File: src/rtl/debounce_pkg.sv
// debounce_pkg: shared FSM state type and counter sizing for the debouncer channels
package debounce_pkg;
    typedef enum logic [1:0] {LOW, PEND_HI, HIGH, PEND_LO} deb_state_t;

    function automatic int cnt_width(input int hold);
        return (hold < 2) ? 1 : $clog2(hold);
    endfunction
endpackage

File: src/rtl/debounce_channel.sv
// debounce_channel: one synchronised input, early or late debounce FSM, registered level and edge pulses
module debounce_channel
    import debounce_pkg::*;
#(
    parameter int HOLD_CYCLES = 2_000_000,
    parameter bit EARLY       = 1'b1
) (
    input  logic clk_i,
    input  logic rst_i,
    input  logic btn_i,
    output logic level_o,
    output logic rise_o,
    output logic fall_o
);
    localparam int CW = cnt_width(HOLD_CYCLES);

    logic [1:0]    sync_q;
    deb_state_t    state_q, state_d;
    logic [CW-1:0] cnt_q, cnt_d;
    logic          level_q, level_d, rise_q, fall_q;
    logic          sync, expired, pend;

    assign sync    = sync_q[1];
    assign expired = cnt_q == CW'(HOLD_CYCLES - 1);
    assign pend    = state_q == PEND_HI || state_q == PEND_LO;

    always_ff @(posedge clk_i) begin
        if (rst_i) begin
            sync_q  <= '0;
            state_q <= LOW;
            cnt_q   <= '0;
            level_q <= 1'b0;
            rise_q  <= 1'b0;
            fall_q  <= 1'b0;
        end else begin
            sync_q  <= {sync_q[0], btn_i};
            state_q <= state_d;
            cnt_q   <= cnt_d;
            level_q <= level_d;
            rise_q  <= level_d & ~level_q;
            fall_q  <= ~level_d & level_q;
        end
    end

    // Early mode ignores the input while pending; late mode aborts on disagreement
    always_comb begin
        state_d = LOW;
        case (state_q)
            LOW:     state_d = sync ? PEND_HI : LOW;
            PEND_HI: state_d = (!EARLY && !sync) ? LOW : expired ? HIGH : PEND_HI;
            HIGH:    state_d = sync ? HIGH : PEND_LO;
            PEND_LO: state_d = (!EARLY && sync) ? HIGH : expired ? LOW : PEND_LO;
            default: state_d = LOW;
        endcase
    end

    always_comb begin
        level_d = EARLY ? (state_d == PEND_HI || state_d == HIGH)
                        : (state_d == HIGH || state_d == PEND_LO);
        cnt_d   = (pend && state_d == state_q) ? cnt_q + CW'(1) : '0;
    end

    assign level_o = level_q;
    assign rise_o  = rise_q;
    assign fall_o  = fall_q;
endmodule

File: src/rtl/multi_channel_debouncer.sv
// multi_channel_debouncer: N independent debounce channels, mode chosen per channel by EARLY_MASK
module multi_channel_debouncer
    import debounce_pkg::*;
#(
    parameter int              N_CH        = 4,
    parameter int              HOLD_CYCLES = 2_000_000,
    parameter logic [N_CH-1:0] EARLY_MASK  = '1
) (
    input  logic            clk_i,
    input  logic            rst_i,
    input  logic [N_CH-1:0] btn_i,
    output logic [N_CH-1:0] level_o,
    output logic [N_CH-1:0] rise_o,
    output logic [N_CH-1:0] fall_o
);
    for (genvar k = 0; k < N_CH; k++) begin : g_ch
        debounce_channel #(
            .HOLD_CYCLES(HOLD_CYCLES),
            .EARLY      (EARLY_MASK[k])
        ) u_ch (
            .clk_i  (clk_i),
            .rst_i  (rst_i),
            .btn_i  (btn_i[k]),
            .level_o(level_o[k]),
            .rise_o (rise_o[k]),
            .fall_o (fall_o[k])
        );
    end
endmodule
File: config.mk
export PLATFORM = sky130hd
export DESIGN_NAME = multi_channel_debouncer
export DESIGN_NICKNAME = d
export VERILOG_FILES = /design/src/rtl/debounce_pkg.sv /design/src/rtl/debounce_channel.sv /design/src/rtl/multi_channel_debouncer.sv
export SDC_FILE = /design/constraint.sdc
export NUM_CORES = 1
export LEC_CHECK = 0
export CAP_MARGIN = 20
export CORE_ASPECT_RATIO = 1.25
export CORE_MARGIN = 1
export CORE_UTILIZATION = 50
export CTS_CLUSTER_SIZE = 14
export DETAILED_ROUTE_END_ITERATION = 8
export PLACE_DENSITY = 0.74
export SYNTH_ARGS = -nofsm -noshare
export SYNTH_HDL_FRONTEND = slang
export SYNTH_SLANG_ARGS = --single-unit
File: constraint.sdc
create_clock -name clk_i -period 2.6 [get_ports clk_i]
set_input_delay 0.26 -clock clk_i [delete_from_list [all_inputs] [get_ports clk_i]]
set_output_delay 0.26 -clock clk_i [all_outputs]
set_load 0.005 [all_outputs]
==> results.md <==
- Outcome: complete, no violations
- Pint: 2640 µW
- Vias in the first global route: 3532
- Slew margin rel.: 73.3%
- Syn nets: 556
- Placed cells: 664
- Chip height: 111 µm
- Clock Tree Root: clkbuf_16
- Fin crit period: 2150 ps
- Switch share: 19.0%
- DRT Wirelength: 8410 µm
- Critical path arrival: 2420 ps
- Clock Skew: 5.18 ps
- Initial DRC Count: 84
- Top FF cell, synth: dfxtp_1
- Clock latency on the worst-skew pair: 340 ps
- Via density per instance: 5.48
- Sequential Power Share: 53.6%
- Final Non-Filler Cells: 678
- Post-CTS setup buffer count: 0
- First-pass GRT wire length: 14500 µm
- Nets: 562
- Logic pwr share: 2.4%
- Num Clock Sinks: 112
- Crit Reg-Reg Startpoint: g_ch[0].u_ch.cnt_q[7]
- Largest area contributor in the netlist: dfxtp_1
- Yosys reg bits: 112
- Max Cap Viol: 0
- Largest net degree at the start of global routing: 22
- Slew Viols, Final: 0
- Router iterations before antenna repair: 4
- Number of buffers created by CTS: 9
- Worst hold path class: flop to flop
- Gate Count Post-Synth: 546
- EDFF count, synth: 0
- Clk pwr share: 44.0%
- Initial Util: 51.7%
- Maximum fanout along the worst path: 5
- Sw power: 620 µW
- Pleak: 0.00157 µW
- Part of the cycle the worst path needs: 82.7%
- RePlAce Congestion: 0.811
- Final hold violations: 0
- Synth top area cells: dfxtp_1, nor2_1, xnor2_1
- Core footprint: 9220 µm²
- Num rows: 39
- Antenna cells: 0
- Synth cell types: 35
- Post-synth ARST share: 0%
- HP Start: g_ch[1].u_ch.level_o
- Width of the die: 89.3 µm
- GRT Resource Usage Total: 18.4%
- H-tree levels: 3
- RSZ-0062 raised after global routing: false
- Crit. End Element: flop
- Sequential area share after synthesis: 47.0%
- Setup crit start kind: flop
- Post-detailed-route count of antenna-violating nets: 0
- Total grt overflow: 0
- R2r setup slk: 450 ps
- Worst-path clk slew: 70 ps
- Final TNS setup: 0 ps
- WL/cell: 12.4 µm
- DRC Markers: 0
- PostCTS Resize Cnt: 0
- Die area: 9930 µm²
- Initial antenna violation count: 0
- Most common cell in the netlist: dfxtp_1
- Critical Path Source: g_ch[0].u_ch.cnt_q[7]
- Kind of critical path: flop to flop
- Hpwl dp: 5940 µm
- Critical Path RT: 2870 ps
- DR vias: 3713
- Max Fclk: 465 MHz
- Power Dens Cells: 615 nW/µm²
- Max Buffers Root-to-Sink: 2
- Synthesis-to-layout area growth: 11.1%
- Layout cell share with drive strength beyond 1: 4.50%
- Synth top area share: 47.0%
- Worst vdd ir: 0.364 mV
- Hold buffer count at cts: 0
- Synthesis Warnings: 0
- Ports: 18
- Slew @ Worst Pin: 399 ps
- Post-synth top cells: dfxtp_1, nor2_1, xnor2_1
- CTS tree: built
- Syn avg cell area: 8.73 µm²
- Post-Synthesis Cell Area: 4770 µm²
- Final number of setup-violating endpoints: 0
- Port Buffer Count: 17
cell usage in the layout, fill, tap and decap left out, types with 3 or more instances in the layout:
cell and instances:
dfxtp_1 112, nor2_1 76, xnor2_1 32, a21oi_1 31, nand3_1 30, nand2_1 25, or3_1 25, o21ai_0 24
xor2_1 23, nand4_1 23, inv_1 18, nor3_1 17, clkdlybuf4s50_1 17, or4_1 14, nor4_1 10, nor2b_1 9
clkbuf_16 9, buf_4 7, and3_1 6, and4_1 4, o31ai_1 4, and3b_1 4, ha_1 4, or4b_1 3
nor4b_1 3, nand2b_1 3, or4b_2 3
worst paths after layout:
path / endpoint / cells after the start
worst max-delay path: g_ch[0].u_ch.state_q[1] / 4
worst min-delay path: g_ch[1].u_ch.rise_o / 1
worst max register to register: g_ch[0].u_ch.state_q[1] / 4
worst min register to register: g_ch[1].u_ch.rise_o / 1
state kept, by name, summed over array words and instances, names as in the netlist:
register / cells
g_ch.u_ch.cnt_q: 84
g_ch.u_ch.fall_o: 4
g_ch.u_ch.level_o: 4
g_ch.u_ch.rise_o: 4
g_ch.u_ch.state_q: 8
g_ch.u_ch.sync_q: 8
worst max-delay path: stages, from the launching register on:
cell,delay (ps)
dfxtp_1,360
or4_1,520
or4_4,540
or4b_1,500
a21oi_1,160
layer usage:
metal | vias up | global-route usage (%) | wire length (µm)
li1 | 1915 | - | -
met1 | 1740 | 21.1 | 3820
met2 | 47 | 32.2 | 4210
met3 | 11 | 4.77 | 265
met4 | 0 | 6.77 | 119
met5 | - | 0 | 0
power groups by stage:
stage | clock network [µW] | registers, µW | logic, µW
2_1_floorplan | 0 | 1780 | 52.9
3_3_place_gp | 0 | 1780 | 77.5
3_5_place_dp | 0 | 1790 | 79.4
4_1_cts | 1460 | 1750 | 79.9
5_1_grt | 1530 | 1750 | 90.3
6_report | 1430 | 1750 | 78.4
layout make-up:
cell class	count	area (µm²)
Sequential cell	112	2240
Clock buffer	11	243
Timing Repair Buffer	24	223
Clock inverter	3	67.6
Tap cell	123	154
Inverter	18	67.6
Fill cell	806	3930
Multi-Input combinational cell	387	2300
cell families after synthesis:
kind of cell / count (synthesis) / share of synthesized area [%]
simple gates: 261 / 29.4
flops: 112 / 47.0
compound gates: 65 / 7.25
xor+xnor: 55 / 10.1
buf+inv: 47 / 4.70
fa+ha+maj: 4 / 1.05
mux: 2 / 0.420
stage by stage:
step	cell area [µm²]	setup slack [ps]	power, µW	util (%)	hold slack, ps
after floorplan	4770	546	1840	-	388
after global placement	4990	504	1860	54.1	425
after detailed placement	4990	489	1860	54.1	423
after CTS	5300	460	3290	57.4	439
after global routing	5300	356	3370	57.4	450
final	5300	451	3260	57.4	434
No activity file was read; power rests on OpenSTA's default activity.
